===== src/rtl/nv_pg_pkg.sv =====
// nv_pg_pkg: shared definitions for the nv_pg_seq power-gating sequencer.
//   - pg_state_e : 10-state sequencer encoding (4-bit)
//   - pg_out_t   : Moore output vector, one field per sequencer output
//   - OUT_*      : per-state output constants, st_out() decodes a state
package nv_pg_pkg;

  typedef enum logic [3:0] {
    ST_ON      = 4'd0,
    ST_CLK_OFF = 4'd1,
    ST_ISO_ON  = 4'd2,
    ST_SAVE    = 4'd3,
    ST_SW_OFF  = 4'd4,
    ST_OFF     = 4'd5,
    ST_SW_ON   = 4'd6,
    ST_RESTORE = 4'd7,
    ST_ISO_OFF = 4'd8,
    ST_CLK_ON  = 4'd9
  } pg_state_e;

  typedef struct packed {
    logic clk_en;
    logic iso_en;
    logic sw_en;
    logic ret_save;
    logic ret_restore;
    logic rst_dom;
    logic pg_ack;
    logic busy;
  } pg_out_t;

  localparam pg_out_t OUT_ON      = 8'b1010_0000;
  localparam pg_out_t OUT_CLK_OFF = 8'b0010_0001;
  localparam pg_out_t OUT_ISO_ON  = 8'b0110_0001;
  localparam pg_out_t OUT_SAVE    = 8'b0111_0001;
  localparam pg_out_t OUT_SW_OFF  = 8'b0100_0001;
  localparam pg_out_t OUT_OFF     = 8'b0100_0010;
  localparam pg_out_t OUT_SW_ON   = 8'b0110_0111;
  localparam pg_out_t OUT_RESTORE = 8'b0110_1011;
  localparam pg_out_t OUT_ISO_OFF = 8'b0010_0011;
  localparam pg_out_t OUT_CLK_ON  = 8'b1010_0011;

  function automatic pg_out_t st_out(input pg_state_e s);
    case (s)
      ST_ON:      return OUT_ON;
      ST_CLK_OFF: return OUT_CLK_OFF;
      ST_ISO_ON:  return OUT_ISO_ON;
      ST_SAVE:    return OUT_SAVE;
      ST_SW_OFF:  return OUT_SW_OFF;
      ST_OFF:     return OUT_OFF;
      ST_SW_ON:   return OUT_SW_ON;
      ST_RESTORE: return OUT_RESTORE;
      ST_ISO_OFF: return OUT_ISO_OFF;
      ST_CLK_ON:  return OUT_CLK_ON;
      default:    return OUT_ON;
    endcase
  endfunction

endpackage


===== src/rtl/nv_pg_cnt.sv =====
// nv_pg_cnt: step/timeout counter for nv_pg_seq.
//   clk_i, rst_i : clock, synchronous active-high reset
//   clr_i        : return count to 0 (wins over en_i)
//   en_i         : increment
//   lim_i        : limit (held stable by the parent)
//   hit_o        : count equals limit
module nv_pg_cnt #(
  parameter int CNT_W = 8
) (
  input  logic             clk_i,
  input  logic             rst_i,
  input  logic             clr_i,
  input  logic             en_i,
  input  logic [CNT_W-1:0] lim_i,
  output logic             hit_o
);

  logic [CNT_W-1:0] cnt_q;

  always_ff @(posedge clk_i) begin
    if (rst_i)      cnt_q <= '0;
    else if (clr_i) cnt_q <= '0;
    else if (en_i)  cnt_q <= cnt_q + CNT_W'(1);
  end

  assign hit_o = (cnt_q == lim_i);

endmodule


===== src/rtl/nv_pg_seq.sv =====
// nv_pg_seq: power-gating sequencer for one switchable partition (always-on).
//   pg_req=1 runs clock-off, isolate, retention save, switch-off; pg_req=0
//   runs the mirrored power-up. pg_ack reports the settled state.
// Ports:
//   nvdla_core_clk/nvdla_core_rst : clock, synchronous active-high reset
//   pg_req / pg_ack / busy        : request level, settled state, in-progress
//   cfg_step_dly / cfg_sw_timeout : dwell D (D+1 cycles), switch timeout T
//   sw_en / sw_ack                : switch-chain enable and end-of-chain feedback
//   clk_en iso_en ret_save ret_restore rst_dom : partition controls
//   err / err_clr                 : sticky switch-timeout flag and its clear
module nv_pg_seq
  import nv_pg_pkg::*;
#(
  parameter int CNT_W = 8
) (
  input  logic             nvdla_core_clk,
  input  logic             nvdla_core_rst,
  input  logic             pg_req,
  output logic             pg_ack,
  output logic             busy,
  input  logic [CNT_W-1:0] cfg_step_dly,
  input  logic [CNT_W-1:0] cfg_sw_timeout,
  output logic             sw_en,
  input  logic             sw_ack,
  output logic             clk_en,
  output logic             iso_en,
  output logic             ret_save,
  output logic             ret_restore,
  output logic             rst_dom,
  output logic             err,
  input  logic             err_clr
);

  pg_state_e        state_q, state_d;
  pg_out_t          out_q;
  logic             err_q, err_d, err_set;
  logic [CNT_W-1:0] dly_q, to_q, lim;
  logic             hit, cnt_clr, cnt_en, idle, leave_idle, sw_wait;

  assign idle       = (state_q == ST_ON) || (state_q == ST_OFF);
  assign sw_wait    = (state_q == ST_SW_OFF) || (state_q == ST_SW_ON);
  // Counter restarts on every state change, so each state sees 0 on entry.
  assign cnt_clr    = (state_d != state_q);
  assign cnt_en     = !idle;
  assign leave_idle = idle && cnt_clr;
  assign lim        = sw_wait ? to_q : dly_q;

  nv_pg_cnt #(.CNT_W(CNT_W)) u_cnt (
    .clk_i (nvdla_core_clk),
    .rst_i (nvdla_core_rst),
    .clr_i (cnt_clr),
    .en_i  (cnt_en),
    .lim_i (lim),
    .hit_o (hit)
  );

  always_comb begin
    state_d = state_q;
    err_set = 1'b0;
    case (state_q)
      ST_ON:      if (pg_req) state_d = ST_CLK_OFF;
      ST_CLK_OFF: if (hit)    state_d = ST_ISO_ON;
      ST_ISO_ON:  if (hit)    state_d = ST_SAVE;
      ST_SAVE:    if (hit)    state_d = ST_SW_OFF;
      // Matching ack is checked first so it wins over a same-cycle timeout.
      ST_SW_OFF: begin
        if (!sw_ack)  state_d = ST_OFF;
        else if (hit) begin
          state_d = ST_OFF;
          err_set = 1'b1;
        end
      end
      ST_OFF:     if (!pg_req) state_d = ST_SW_ON;
      ST_SW_ON: begin
        if (sw_ack)   state_d = ST_RESTORE;
        else if (hit) begin
          state_d = ST_RESTORE;
          err_set = 1'b1;
        end
      end
      ST_RESTORE: if (hit) state_d = ST_ISO_OFF;
      ST_ISO_OFF: if (hit) state_d = ST_CLK_ON;
      ST_CLK_ON:  if (hit) state_d = ST_ON;
      default:             state_d = ST_ON;
    endcase
    // Set wins over a same-cycle clear.
    err_d = err_set | (err_q & ~err_clr);
  end

  // Outputs are registered from the next state so they move with state_q.
  always_ff @(posedge nvdla_core_clk) begin
    if (nvdla_core_rst) begin
      state_q <= ST_ON;
      out_q   <= OUT_ON;
      err_q   <= 1'b0;
      dly_q   <= '0;
      to_q    <= '0;
    end else begin
      state_q <= state_d;
      out_q   <= st_out(state_d);
      err_q   <= err_d;
      // Config is frozen for the whole sequence.
      if (leave_idle) begin
        dly_q <= cfg_step_dly;
        to_q  <= cfg_sw_timeout;
      end
    end
  end

  assign clk_en      = out_q.clk_en;
  assign iso_en      = out_q.iso_en;
  assign sw_en       = out_q.sw_en;
  assign ret_save    = out_q.ret_save;
  assign ret_restore = out_q.ret_restore;
  assign rst_dom     = out_q.rst_dom;
  assign pg_ack      = out_q.pg_ack;
  assign busy        = out_q.busy;
  assign err         = err_q;

endmodule


===== config.mk =====
export PLATFORM = sky130hd
export DESIGN_NAME = nv_pg_seq
export DESIGN_NICKNAME = d
export VERILOG_FILES = /design/src/rtl/nv_pg_pkg.sv /design/src/rtl/nv_pg_cnt.sv /design/src/rtl/nv_pg_seq.sv
export SDC_FILE = /design/constraint.sdc
export NUM_CORES = 1
export LEC_CHECK = 0
export BUFFER_PORTS_ARGS = -buffer_cell sky130_fd_sc_hd__buf_2
export CAP_MARGIN = 40
export CORE_MARGIN = 3
export CORE_UTILIZATION = 55
export CTS_CLUSTER_DIAMETER = 200
export CTS_CLUSTER_SIZE = 14
export DETAILED_ROUTE_END_ITERATION = 16
export PLACE_DENSITY_LB_ADDON = 0.1
export REMOVE_ABC_BUFFERS = 1
export SETUP_SLACK_MARGIN = 0.5
export SLEW_MARGIN = 15
export SYNTH_ARGS = -nofsm -noshare
export SYNTH_HDL_FRONTEND = slang
export SYNTH_SLANG_ARGS = --single-unit
export TNS_END_PERCENT = 1

===== constraint.sdc =====
create_clock -name nvdla_core_clk -period 5.3 [get_ports nvdla_core_clk]
set_clock_uncertainty 0.05 [all_clocks]
set_input_delay 1.06 -clock nvdla_core_clk [delete_from_list [all_inputs] [get_ports nvdla_core_clk]]
set_output_delay 1.06 -clock nvdla_core_clk [all_outputs]
set_load 0.01 [all_outputs]

# Yosys cells after proc, flatten, opt, wreduce, memory -nomap -nowiden

Memory sizes are Yosys's and may differ from the RTL's. A register that Yosys moved wholly into a read port is not among the register bits.
Cells that the tools add are included.

Register bits: 29
ROM bits: 128
Output and inout port bits: 9
Memories kept: 1

$add $sub $neg: 1
Eq/ne operators: 11
Mux-type cells: 18
Bitwise logic cells: 3
Reductions and logical operators: 5

Memory list:

| memory          | words | width | rd ports | clocked after memory_dff | write ports | line            | source |
|---|---|---|---|---|---|---|---|
| (no name shown) | 16    | 8     | 1        | 1                        | 0           | nv_pg_pkg.sv:43 | `case (s)` |

Operators with widths:

| cell                                          | number |
|---|---|
| 2-to-1 mux 4 bit                              | 12 |
| case mux 4 bit (10 select lines)              | 1 |
| == test 4 x 3 -> 1 bit, second input constant | 4 |
| adder 8 x 1 -> 8 bit, second input constant   | 1 |
| == test 4 x 2 -> 1 bit, second input constant | 2 |
| == test 4 bit, second input constant          | 2 |
| == test 8 bit                                 | 1 |
| 2-to-1 mux 8 bit                              | 1 |
| == test 4 x 1 -> 1 bit, second input constant | 1 |
| logical NOT 4 bit                             | 1 |
| inequality test 4 bit                         | 1 |
| 2-to-1 mux 1 bit                              | 3 |
| logical OR 1 bit                              | 2 |
| case mux 1 bit (2 select lines)               | 1 |
| OR reduction 2 bit                            | 1 |
| AND 1 bit                                     | 1 |
| logical AND 1 bit                             | 1 |
| inverter 1 bit                                | 1 |
| OR 1 bit                                      | 1 |

# Depth between registers and ports, before layout

Gate-level depths: netlist of the first run.

Word-level depth: 9
Depth in mapped cells: 11
Gate-level depth less buffers: 9

# By module

A second synthesis of the first run with hierarchy kept.

Cell total of the unflattened synthesis: 214
Area total of the unflattened synthesis: 1871.8 um2

By module, submodules not included:

| module    | times used | cells an instance | area an instance (um2) |
|---|---|---|---|
| nv_pg_seq | 1          | 164               | 1438.9 |
| nv_pg_cnt | 1          | 50                | 432.9 |

# Worst setup path before layout of the first run

No wires, ideal clock.

Path type: input to register
From: input port pg_req
To: register dly_q[0]
Library setup time: 0.128 ns
Arrival: 2.274 ns
Data required time: 5.122 ns
Slack: 2.848 ns
Stages on the path: 5
Path through: nor3b_1 o21ai_1 buf_2 mux2i_1 nor2_1

Word-level cells in the longest chain between the ends: 4
Elaborated cells between the ends (all ways): 5
Those cells by class: eq/ne (1); mux (3); reduce/logical (1)

RTL lines:

| what                                | line                             | source |
|---|---|---|
| start: declaration                  | nv_pg_seq.sv:18                  | `input logic pg_req,` |
| 2-to-1 mux 4 bit (on tied branches) | nv_pg_seq.sv:73, nv_pg_seq.sv:61 |  |
| case mux 4 bit (10 select lines) *  | nv_pg_seq.sv:60                  | `case (state_q)` |
| inequality test 4 bit *             | nv_pg_seq.sv:43                  | `assign cnt_clr = (state_d != state_q);` |
| logical AND 1 bit *                 | nv_pg_seq.sv:45                  | `assign leave_idle = idle && cnt_clr;` |
| end signal: assignment              | nv_pg_seq.sv:104                 | `dly_q <= cfg_step_dly;` |
| end: declaration                    | nv_pg_seq.sv:37                  | `logic [CNT_W-1:0] dly_q, to_q, lim;` |

Every way passes the cells marked *; elsewhere a longest branch is shown, timed or not.
A chain may end at the register's enable or synchronous reset.

# Final worst setup path of the first run

From: register state_q[2]
To: register ret_save (netlist name)

Word-level cells in the longest chain between the ends: 7
Elaborated cells between the ends (all ways): 26
Those cells by class: eq/ne (10); mux (14); reduce/logical (2)

RTL lines:

| what                                | line                             | source |
|---|---|---|
| start: declaration                  | nv_pg_seq.sv:34                  | `pg_state_e state_q, state_d;` |
| start signal: assignment            | nv_pg_seq.sv:99                  | `state_q <= state_d;` |
| == test 4 x 3 -> 1 bit              | nv_pg_seq.sv:41, nv_pg_seq.sv:60 |  |
| logical OR 1 bit                    | nv_pg_seq.sv:41                  | `assign sw_wait = (state_q == ST_SW_OFF) \|\| (state_q == ST_SW_ON);` |
| 2-to-1 mux 8 bit                    | nv_pg_seq.sv:46                  | `assign lim = sw_wait ? to_q : dly_q;` |
| == test 8 bit                       | nv_pg_cnt.sv:26                  | `assign hit_o = (cnt_q == lim_i);` |
| 2-to-1 mux 4 bit (on tied branches) | nv_pg_seq.sv:76, nv_pg_seq.sv:68 |  |
| 2-to-1 mux 4 bit (on tied branches) | nv_pg_seq.sv:75, nv_pg_seq.sv:67 |  |
| case mux 4 bit (10 select lines) *  | nv_pg_seq.sv:60                  |  |

Marked as above.

==> run summary, run 1 <==
Area share of the leading cell type in the synthesized netlist - 38.8%
Setup Total Neg Slack - 0 ns
Arrival @ worst endpoint - 3.18 ns
Die width - 64.9 microns
Share of the yosys chip area belonging to registers - 38.8%
Number of placement rows - 20
Final worst slack - 2.30 ns
Count of input and output buffers - 29
Cts-stage hold buffer count - 0
Critical Path End Type - flip-flop
Share of final-layout standard cells stronger than drive strength 1 - 22.5%
Chip Height - 64.9 microns
Flip-flop cell with the highest count after synthesis - sky130_fd_sc_hd__dfxtp_1
Number of distinct library cell variants in the gate-level netlist after synthesis - 54
Post-CTS sizing - 0
Number of standard cells in the final layout excluding fillers - 284
TritonCTS sink count - 37
Maximum number of pins on one net before global-route repair - 28
Cell type with the highest aggregate area in the netlist - sky130_fd_sc_hd__dfxtp_1
Longest Clk Path Bufs - 2
First-pass iteration count of the detailed router - 4
Inserted Diodes - 0
Vias in the first global route - 1528
Count of vias placed by the detailed router - 1571
Power density relative to cell area - 368 nW/um^2
Placed cells - 276
Total buffers and inverters traversed by the critical path - 0
Pins Over Slew Limit - 0
# Post-CTS Setup Buffers - 0
Leakage - 0.957 nW
Post-detail-place hpwl - 2860 microns
CTS root buffer - sky130_fd_sc_hd__clkbuf_4
Share of the clock period used by the worst path - 56.6%
Top cells by area in the synthesized netlist - sky130_fd_sc_hd__dfxtp_1, sky130_fd_sc_hd__mux2i_1, sky130_fd_sc_hd__nor2_1, sky130_fd_sc_hd__xnor2_1, sky130_fd_sc_hd__xor2_1
Post-layout power - 794 uW
Placeable core region - 3180 sq um
Synthesis-to-finish area growth - 13.2%
WL final - 3880 microns
Maximum fanout encountered on the critical timing path - 21
Kind of start point of the critical path - flip-flop
Register area - 741 sq um
Setup repair after global routing missed its margin - false
Number of max-cap violations - 0
Number of top-level pins - 30
Total of fill cells in the finished design - 269
Number of antenna violations at the first check in global routing - 0
Asr flop ratio synth - 0%
Crit path max-delay family - simple AND/OR/NAND/NOR gates
Number of buffers added by the clock tree synthesis step - 5
Hold Violations, Final - 0
Drt first-iter violations - 90
Floorplan die area - 4210 sq um
Outcome - finished, final reports clean
H-tree lvl count - 2
Rel. slew slack - 53.8%
Achievable frequency - 333 MHz
Tightest Pin Transition - 0.692 ns
Worst hold path type - reg -> reg
Slowest Stage Delay on Critical Path - 0.77 ns
List of cells traversed by the critical path - or3b_1 > nor3_2 > and3_1 > o21ai_2 > or3_4 > xnor2_2 > a2111oi_1
CTS tree - done
Mean instance size in the synthesized netlist - 8.96 sq um
DRC errors left - 0
Wire per inst - 13.7 microns
Combined area of all synthesized cells - 1910 sq um
Global-route wire length before repair - 6690 microns
GP Congestion - 0.871
Number of enable-type register cells in the synthesized netlist - 0
Number of nets at the end of the flow - 261
Number of warning messages in the yosys log - 0
Number of standard cells after synthesis - 213
Area of the multi-input gates - 1080 sq um
Time the final worst path needs with I/O delays and setup - 3.00 ns
Reg-to-reg slack, setup - 2.30 ns
Post-route antenna net violation count - 0
Number of synthesized register bits - 37
Setup Crit Path Kind - reg -> reg
Total congestion overflow - 0
Place WS - 2.35 ns
Vias per inst - 5.53
Max VDD drop - 0.241 mV
Global-route total usage across every layer - 20.8%
Clock latency of the later-clocked register in the worst-skew pair - 0.35 ns
Library cell contributing the largest single delay on the critical path - sky130_fd_sc_hd__dfxtp_1
Number of setup violations in the final report - 0
Clock slew at reported path FFs - 0.10 ns
Starting density of the core - 60.0%
Required time worst endpoint - 5.48 ns
path summary, 6_finish.rpt:
| kind | endpoint | cells past startpoint | start |
|---|---|---|---|
| worst max register to register | ret_save | 7 | state_q[2] |
| worst min-delay path | err | 2 | err |
| worst max-delay path | ret_save | 7 | state_q[2] |
| worst min register to register | err | 2 | err |
routing by layer:
layer / part of all wire, % / track usage [%] / vias up / wire length [microns]
met5: 0 / 0 / - / 0
met4: 1.4 / 8.18 / 0 / 53
met3: 4.4 / 7.80 / 6 / 169
met2: 45 / 32.2 / 33 / 1750
met1: 49 / 25.9 / 729 / 1900
li1: - / - / 803 / -
cell usage after synthesis, types with 4 or more instances:
master                     instances
sky130_fd_sc_hd__dfxtp_1          37
sky130_fd_sc_hd__nor2_1           36
sky130_fd_sc_hd__mux2i_1          20
sky130_fd_sc_hd__inv_1            10
sky130_fd_sc_hd__nand2_1           8
sky130_fd_sc_hd__xnor2_1           7
sky130_fd_sc_hd__xor2_1            7
sky130_fd_sc_hd__a211oi_1          5
sky130_fd_sc_hd__and3_1            5
sky130_fd_sc_hd__clkbuf_1          5
sky130_fd_sc_hd__o21ai_1           4
layout by cell type (no fill, tap or decap), types with 2 or more instances in the layout:
cell type                    n
sky130_fd_sc_hd__nor3_1      3
sky130_fd_sc_hd__clkbuf_4    5
sky130_fd_sc_hd__nor3b_2     2
sky130_fd_sc_hd__nand2b_1    2
sky130_fd_sc_hd__nand4_1     3
sky130_fd_sc_hd__nor2b_1     3
sky130_fd_sc_hd__a2bb2oi_1   2
sky130_fd_sc_hd__o21ai_1     3
sky130_fd_sc_hd__or2_2       2
sky130_fd_sc_hd__nand2_1     8
sky130_fd_sc_hd__a21oi_1     2
sky130_fd_sc_hd__nor3_2      2
sky130_fd_sc_hd__xnor2_1     7
sky130_fd_sc_hd__mux2i_1    20
sky130_fd_sc_hd__a22oi_1     2
sky130_fd_sc_hd__and3_1      5
sky130_fd_sc_hd__nand3_1     2
sky130_fd_sc_hd__o211ai_1    3
sky130_fd_sc_hd__a211oi_1    5
sky130_fd_sc_hd__o21ai_0     3
sky130_fd_sc_hd__o21ai_2     2
sky130_fd_sc_hd__nor4bb_1    3
sky130_fd_sc_hd__buf_2      29
sky130_fd_sc_hd__nor2_1     36
sky130_fd_sc_hd__inv_1      10
sky130_fd_sc_hd__o22ai_1     2
sky130_fd_sc_hd__dfxtp_1    37
sky130_fd_sc_hd__o221ai_1    2
sky130_fd_sc_hd__xor2_1      7
sky130_fd_sc_hd__nor3b_1     2
area by class of cell:
class,count,area share [%]
multi-input combinational,154,49.9
sequential,37,34.3
timing repair buffer,30,7.42
clock buffer,7,2.55
tap,44,2.55
inverter,11,1.91
clock inverter,1,1.39
sequential cells by signal (all words and copies together), names as in the netlist:
| signal | flops |
|---|---|
| busy | 1 |
| clk_en | 1 |
| dly_q | 8 |
| err | 1 |
| iso_en | 1 |
| pg_ack | 1 |
| ret_restore | 1 |
| ret_save | 1 |
| rst_dom | 1 |
| state_q | 4 |
| sw_en | 1 |
| to_q | 8 |
| u_cnt.cnt_q | 8 |
cell families (layout without fill, tap and decap cells):
kind of cell	Yosys count	count (layout)	synth area share, %
mux	20	20	10.5
compound gates	36	36	13.8
xor+xnor	15	15	7.28
flops	37	37	38.8
simple gates	82	82	24.1
fa+ha+maj	1	1	0.656
buf+inv	22	49	4.92
through the flow:
| step | utilization, % | instance area [sq um] | hold slack, ns |
|---|---|---|---|
| 4_1_cts | 68.0 | 2160 | 0.486 |
| 3_3_place_gp | 64.8 | 2060 | 0.429 |
| 5_1_grt | 68.0 | 2160 | 0.518 |
| 2_1_floorplan | - | 1860 | 0.428 |
| 6_report | 68.0 | 2160 | 0.474 |
| 3_5_place_dp | 65.3 | 2070 | 0.457 |
worst register-to-register path, delay by kind of cell (launching register included):
| family | cells | cell delay [ns] |
|---|---|---|
| compound gates | 2 | 0.50 |
| xor+xnor | 1 | 0.15 |
| flops | 1 | 0.77 |
| simple gates | 4 | 1.41 |
report_power, final:
| group | switching [mW] | leakage, nW | internal (mW) |
|---|---|---|---|
| combinational | 0.130 | 0.609 | 0.109 |
| clock | 0.0909 | 0.0455 | 0.113 |
| sequential | 0.0401 | 0.302 | 0.311 |
| total | 0.261 | 0.957 | 0.533 |
(Power assumes the default switching activity.)
==> run 2: changes to the inputs <==
- ABC_AREA: unset -> 1
- clock period: 5.3 -> 3 ns (I/O delays scaled with it)
==> run 2 against run 1 <==
  * Utilization up 6.3 points
  * Register-to-register slack lost 1.7 ns
  * Global-route usage increased by 0.41 points
  * Fmax is 23% higher
  * Final cell count up 46%
  * Critical path depth rose by 9
  * Clock-buffer cell count is 2 lower
  * Sequential power up 110%
  * Flip-flop and latch count is the same
  * Sequential share of layout area fell by 5.5 points
  * Highest routed layer unchanged
==> run summary, run 2 <==
Outcome - finished, final reports clean
Number of synthesized register bits - 37
Die width - 68.2 microns
Inserted Diodes - 0
CTS tree - done
Vias in the first global route - 1699
Tightest Pin Transition - 0.504 ns
Total of fill cells in the finished design - 281
Post-route antenna net violation count - 0
Global-route wire length before repair - 7470 microns
Setup repair after global routing missed its margin - true
Total congestion overflow - 0
Placeable core region - 3520 sq um
Share of the clock period used by the worst path - 81.0%
Number of nets at the end of the flow - 391
Flip-flop cell with the highest count after synthesis - sky130_fd_sc_hd__dfxtp_1
Pins Over Slew Limit - 0
Switching share of total power - 47.3%
Most common cell after layout, fill and taps aside - sky130_fd_sc_hd__nand2_1
Rel. slew slack - 66.3%
Final worst slack - 0.569 ns
Setup Crit Path Kind - reg -> reg
TritonCTS sink count - 37
Leakage - 1.27 nW
Portion of total power attributed to the clock network - 16.8%
Number of antenna violations at the first check in global routing - 0
Standard cell area after detailed placement - 2260 sq um
Area share of the leading cell type in the synthesized netlist - 34.8%
Number of max-cap violations - 0
Combined area of all synthesized cells - 2130 sq um
First-pass iteration count of the detailed router - 5
Floorplan die area - 4650 sq um
Combinational Power Share - 55.7%
Final non-filler cell area - 2610 sq um
Vias per inst - 5.19
Count of input and output buffers - 29
Sequential power share - 27.5%
H-tree lvl count - 2
Commonest non-fill, non-tap cells in the layout - sky130_fd_sc_hd__nand2_1, sky130_fd_sc_hd__inv_1, sky130_fd_sc_hd__nor2_1
Maximum fanout encountered on the critical timing path - 8
Wire per inst - 12.5 microns
Biggest regs - dly_q (8), to_q (8), u_cnt.cnt_q (8)
Share of final-layout standard cells stronger than drive strength 1 - 24.3%
Number of warning messages in the yosys log - 0
Max VDD drop - 0.633 mV
DRC errors left - 0
GP Congestion - 0.900
Starting density of the core - 60.4%
Number of placement rows - 21
Required time worst endpoint - 3.14 ns
Number of standard cells after synthesis - 334
Maximum number of pins on one net before global-route repair - 38
Setup Total Neg Slack - 0 ns
Number of buffers added by the clock tree synthesis step - 5
Chip Height - 68.2 microns
Time the final worst path needs with I/O delays and setup - 2.43 ns
Post-detail-place hpwl - 3130 microns
Kind of start point of the critical path - flip-flop
Commonest cells in the synthesized netlist - sky130_fd_sc_hd__nand2_1, sky130_fd_sc_hd__inv_1, sky130_fd_sc_hd__nor2_1, sky130_fd_sc_hd__nand3_1, sky130_fd_sc_hd__dfxtp_1
Synthesis-to-finish area growth - 22.9%
Area of the multi-input gates - 1250 sq um
Global-route total usage across every layer - 21.2%
Arrival @ worst endpoint - 2.57 ns
Drt first-iter violations - 170
Clock slew at reported path FFs - 0.08 ns
Number of distinct library cell variants in the gate-level netlist after synthesis - 28
Power density relative to cell area - 1020 nW/um^2
Worst hold path type - reg -> reg
Achievable frequency - 411 MHz
Share of the yosys chip area belonging to registers - 34.8%
Clock latency of the later-clocked register in the worst-skew pair - 0.30 ns
Asr flop ratio synth - 0%
Register area - 752 sq um
Number of top-level pins - 30
Critical Path End Type - flip-flop
Count of vias placed by the detailed router - 2161
CTS root buffer - sky130_fd_sc_hd__clkbuf_8
Net load switching power - 1.26 mW
WL final - 5220 microns
Place WS - 0.392 ns
Top cells by area in the synthesized netlist - sky130_fd_sc_hd__dfxtp_1, sky130_fd_sc_hd__nand2_1, sky130_fd_sc_hd__inv_1, sky130_fd_sc_hd__nand3_1, sky130_fd_sc_hd__nor2_1
Internal power consumption - 1.40 mW
Dominant cell by count in the synthesized netlist - sky130_fd_sc_hd__nand2_1
Number of setup violations in the final report - 0
Hold Violations, Final - 0
Cell type with the highest aggregate area in the netlist - sky130_fd_sc_hd__dfxtp_1
Mean instance size in the synthesized netlist - 6.37 sq um
Longest Clk Path Bufs - 2
Number of enable-type register cells in the synthesized netlist - 0
run 2: cell type report:
| class | count | area share (%) |
|---|---|---|
| inverters | 61 | 8.95 |
| clock buffers | 5 | 2.63 |
| repair buffers | 35 | 7.90 |
| multi-input cells | 229 | 47.8 |
| well taps | 46 | 2.20 |
| clock inverters | 3 | 1.77 |
| flip-flops and latches | 37 | 28.8 |
run 2: routing by layer:
layer	GRT usage, %	share of wire, %
met2	31.5	46
met3	5.91	8.0
met5	0	0
met1	29.8	44
met4	5.71	2.5
run 2: worst paths after layout:
path                            cells past startpoint  endpoint  slack [ns]       start
worst min register to register                      2       err        0.42         err
worst min-delay path                                2       err        0.42         err
worst max register to register                     16   to_q[4]        0.57  state_q[3]
worst max-delay path                               16   to_q[4]        0.57  state_q[3]
run 2: worst max-delay path: stages, from the launching register on:
cell and delay [ns]:
sky130_fd_sc_hd__dfxtp_4 0.38, sky130_fd_sc_hd__inv_4 0.08, sky130_fd_sc_hd__nand2_4 0.07, sky130_fd_sc_hd__nor2_4 0.21, sky130_fd_sc_hd__nand2_2 0.10, sky130_fd_sc_hd__nand2_1 0.08, sky130_fd_sc_hd__nand2_1 0.05, sky130_fd_sc_hd__nand2_1 0.06
sky130_fd_sc_hd__nand2_1 0.08, sky130_fd_sc_hd__nor2_2 0.16, sky130_fd_sc_hd__nand2_4 0.10, sky130_fd_sc_hd__a21oi_1 0.31, sky130_fd_sc_hd__o21bai_4 0.23, sky130_fd_sc_hd__nand2_4 0.18, sky130_fd_sc_hd__nand3_1 0.09, sky130_fd_sc_hd__nand2_1 0.08
sky130_fd_sc_hd__nor2_1 0.04
run 2: cells by family (layout without fill, tap and decap cells):
group	count (synthesis)	after routing	synth area share, %
compound gates	31	31	9.35
xor+xnor	5	5	2.06
fa+ha+maj	1	1	0.588
buf+inv	73	104	15.3
flops	37	37	34.8
simple gates	187	192	37.9
run 2: through the flow:
stage	hold WS [ns]	total power [mW]	std cells	utilization [%]
2_1_floorplan	0.402	1.60	322	-
5_1_grt	0.443	2.87	416	74.2
4_1_cts	0.420	2.31	408	68.0
3_3_place_gp	0.405	1.82	400	64.1
6_report	0.416	2.66	416	74.2
3_5_place_dp	0.407	1.84	400	64.1
run 2: what timing repair did:
item / CTS / global route
pin swaps: 0 / 9
hold buffers: 0 / 0
setup endpoints to repair: 18 / 32
setup buffers: 0 / 3
cloned: 0 / 5
gates resized for setup: 5 / 31
run 2: power groups by stage:
stage	Sequential (mW)	Combinational [mW]	Clock, mW
after floorplan	0.705	0.895	0
after global routing	0.742	1.66	0.472
after CTS	0.711	1.15	0.447
after global placement	0.717	1.11	0
final	0.732	1.48	0.446
after detailed placement	0.718	1.12	0
==> run 3: changes to the inputs <==
- ABC_AREA: 1 -> 0
- CORE_UTILIZATION: 55 -> 50
- clock period: 3 -> 2 ns (I/O delays scaled with it)
==> run 3 against run 2 <==
  * The run now ends with setup timing left
  * Fmax decreased by 1.5%
  * Hold slack got worse by 0.13 ns
  * Worst setup slack got worse by 1.0 ns
  * Sequential share of layout area decreased by 0.14 points
  * Routed wire length decreased by 6.7%
  * Clock power increased by 44%
  * Utilization increased by 0.41 points
  * Die area decreased by 1.2%
  * Combinational power decreased by 37%
  * Sequential power increased by 22%
  * Largest cell class unchanged
  * Largest power group unchanged
  * Highest routed layer unchanged
==> run summary, run 3 (synthesized netlist as in run 1, its figures left out) <==
Outcome - finished, violations left
Failing checks - setup timing
Number of antenna violations at the first check in global routing - 0
TritonCTS sink count - 37
Count of input and output buffers - 29
Setup repair after global routing missed its margin - true
Tightest Pin Transition - 0.420 ns
WL final - 4870 microns
Placeable core region - 3490 sq um
Global-route wire length before repair - 8150 microns
Wire per inst - 14.9 microns
Inserted Diodes - 0
Number of nets at the end of the flow - 301
Power density relative to cell area - 947 nW/um^2
Clock latency of the later-clocked register in the worst-skew pair - 0.29 ns
CTS tree - done
Net load switching power - 801 uW
Count of vias placed by the detailed router - 1810
Final worst slack - -0.467 ns
Required time worst endpoint - 2.17 ns
DRC errors left - 0
Library cell contributing the largest single delay on the critical path - sky130_fd_sc_hd__nor4_2
Biggest regs - dly_q (8), to_q (8), u_cnt.cnt_q (8)
Critical Path End Type - flip-flop
Total congestion overflow - 0
Global-route total usage across every layer - 23.9%
Reg-to-Reg Start - state_q[3]
Leakage - 1.20 nW
Start point of the worst min-delay path - cfg_step_dly[1]
Pins Over Slew Limit - 0
Hold Violations, Final - 0
Number of max-cap violations - 0
List of cells traversed by the critical path - buf_6 > nor4bb_1 > a211oi_1 > nor4_2 > o21ai_4 > or3_4 > xnor2_4 > buf_4 > nand2_4 > nor3b_2
Number of setup violations in the final report - 21
Post-detail-place hpwl - 3490 microns
Internal power consumption - 1.67 mW
Floorplan die area - 4590 sq um
Portion of total power attributed to the clock network - 26.0%
Setup Total Neg Slack - -7.92 ns
Most common cell after layout, fill and taps aside - sky130_fd_sc_hd__buf_4
Share of the clock period used by the worst path - 123%
Maximum fanout encountered on the critical timing path - 5
Share of final-layout standard cells stronger than drive strength 1 - 39.3%
H-tree lvl count - 2
Arrival @ worst endpoint - 2.64 ns
Drt first-iter violations - 129
Time the final worst path needs with I/O delays and setup - 2.47 ns
Kind of start point of the critical path - flip-flop
Slowest Stage Delay on Critical Path - 0.39 ns
Number of placement rows - 21
Clock slew at reported path FFs - 0.08 ns
Setup Crit Path Kind - reg -> reg
Final non-filler cell area - 2610 sq um
Starting density of the core - 54.6%
Rel. slew slack - 72.0%
Timing startpoint of the critical path - state_q[3]
Number of buffers added by the clock tree synthesis step - 5
Synthesis-to-finish area growth - 36.7%
Achievable frequency - 405 MHz
Commonest non-fill, non-tap cells in the layout - sky130_fd_sc_hd__buf_4, sky130_fd_sc_hd__nor2_1, sky130_fd_sc_hd__dfxtp_1
CTS root buffer - sky130_fd_sc_hd__clkbuf_8
Combinational Power Share - 38.0%
Chip Height - 67.8 microns
Vias in the first global route - 1756
Sequential power share - 36.0%
Worst hold path type - in -> reg
Post-route antenna net violation count - 0
Max VDD drop - 0.566 mV
Longest Clk Path Bufs - 2
Total of fill cells in the finished design - 261
Area of the multi-input gates - 1170 sq um
Register area - 747 sq um
Maximum number of pins on one net before global-route repair - 20
Place WS - -0.503 ns
Vias per inst - 5.55
First-pass iteration count of the detailed router - 4
Standard cell area after detailed placement - 2330 sq um
Number of top-level pins - 30
GP Congestion - 0.875
Switching share of total power - 32.4%
Die width - 67.8 microns
==> run 3: cell types whose count changed in the layout (fill, tap and decap cells not counted), moves of 6 or more <==
cell                      previous run  this run
sky130_fd_sc_hd__a21oi_1             8         2
sky130_fd_sc_hd__a21oi_2            13         0
sky130_fd_sc_hd__mux2i_1             0        19
sky130_fd_sc_hd__buf_4               4        38
sky130_fd_sc_hd__nor2_1             47        34
sky130_fd_sc_hd__nand2_2             9         1
sky130_fd_sc_hd__xnor2_1             0         7
sky130_fd_sc_hd__nand3_1            36         2
sky130_fd_sc_hd__nand2_1            74         7
sky130_fd_sc_hd__inv_1              58        10
==> run 3: worst paths after layout <==
| path | cells past startpoint | slack [ns] | endpoint |
|---|---|---|---|
| setup reg to reg | 10 | -0.47 | rst_dom |
| hold / removal | 3 | 0.29 | dly_q[1] |
| setup / recovery | 10 | -0.47 | rst_dom |
| hold reg to reg | 2 | 0.48 | dly_q[6] |
==> run 3: repair_timing <==
action	CTS	global route
gates cloned	0	0
hold buffers	0	0
pin swaps	10	1
resized for setup	20	10
endpoints found under the setup margin	37	37
endpoints found under the hold margin	0	0
buffers inserted	5	0
==> run 3: through the flow <==
stage                     std cells  util (%)  power, mW  hold slack [ns]
after floorplan                 202         -       1.40            0.422
after global placement          313      66.7       1.73            0.419
after detailed placement        313      66.7       1.76            0.469
after CTS                       326      73.3       2.45            0.281
after global routing            326      74.7       2.62            0.291
final                           326      74.7       2.47            0.286
==> run 3: layer usage <==
metal / up-vias / share of wire, % / track usage [%]
met5: - / 0 / 0
met4: 0 / 2.7 / 11.7
met3: 16 / 5.6 / 5.82
met2: 50 / 49 / 38.5
met1: 861 / 43 / 29.6
li1: 883 / - / -
==> run 3: worst max-delay path, delay by kind of cell (launching register included) <==
family	cells	cell delay, ns
AOI/OAI and AO/OA	2	0.24
xor gates and xnor gates	1	0.19
and+or+nand+nor	5	1.28
buffers and inverters	2	0.27
DFF	1	0.36
==> run 3: area by class of cell <==
class	instances	share of cell area, %
clock inverters	2	1.49
multi-input cells	154	44.8
repair buffers	70	18.5
clock buffers	6	2.78
inverters	11	1.58
well taps	46	2.21
flip-flops and latches	37	28.6
==> run 3: power groups by stage <==
stage	Combinational [mW]	Sequential (mW)	Clock (mW)
2_1_floorplan	0.471	0.932	0
3_3_place_gp	0.831	0.899	0
3_5_place_dp	0.863	0.902	0
4_1_cts	0.911	0.886	0.656
5_1_grt	1.02	0.900	0.701
6_report	0.938	0.890	0.643
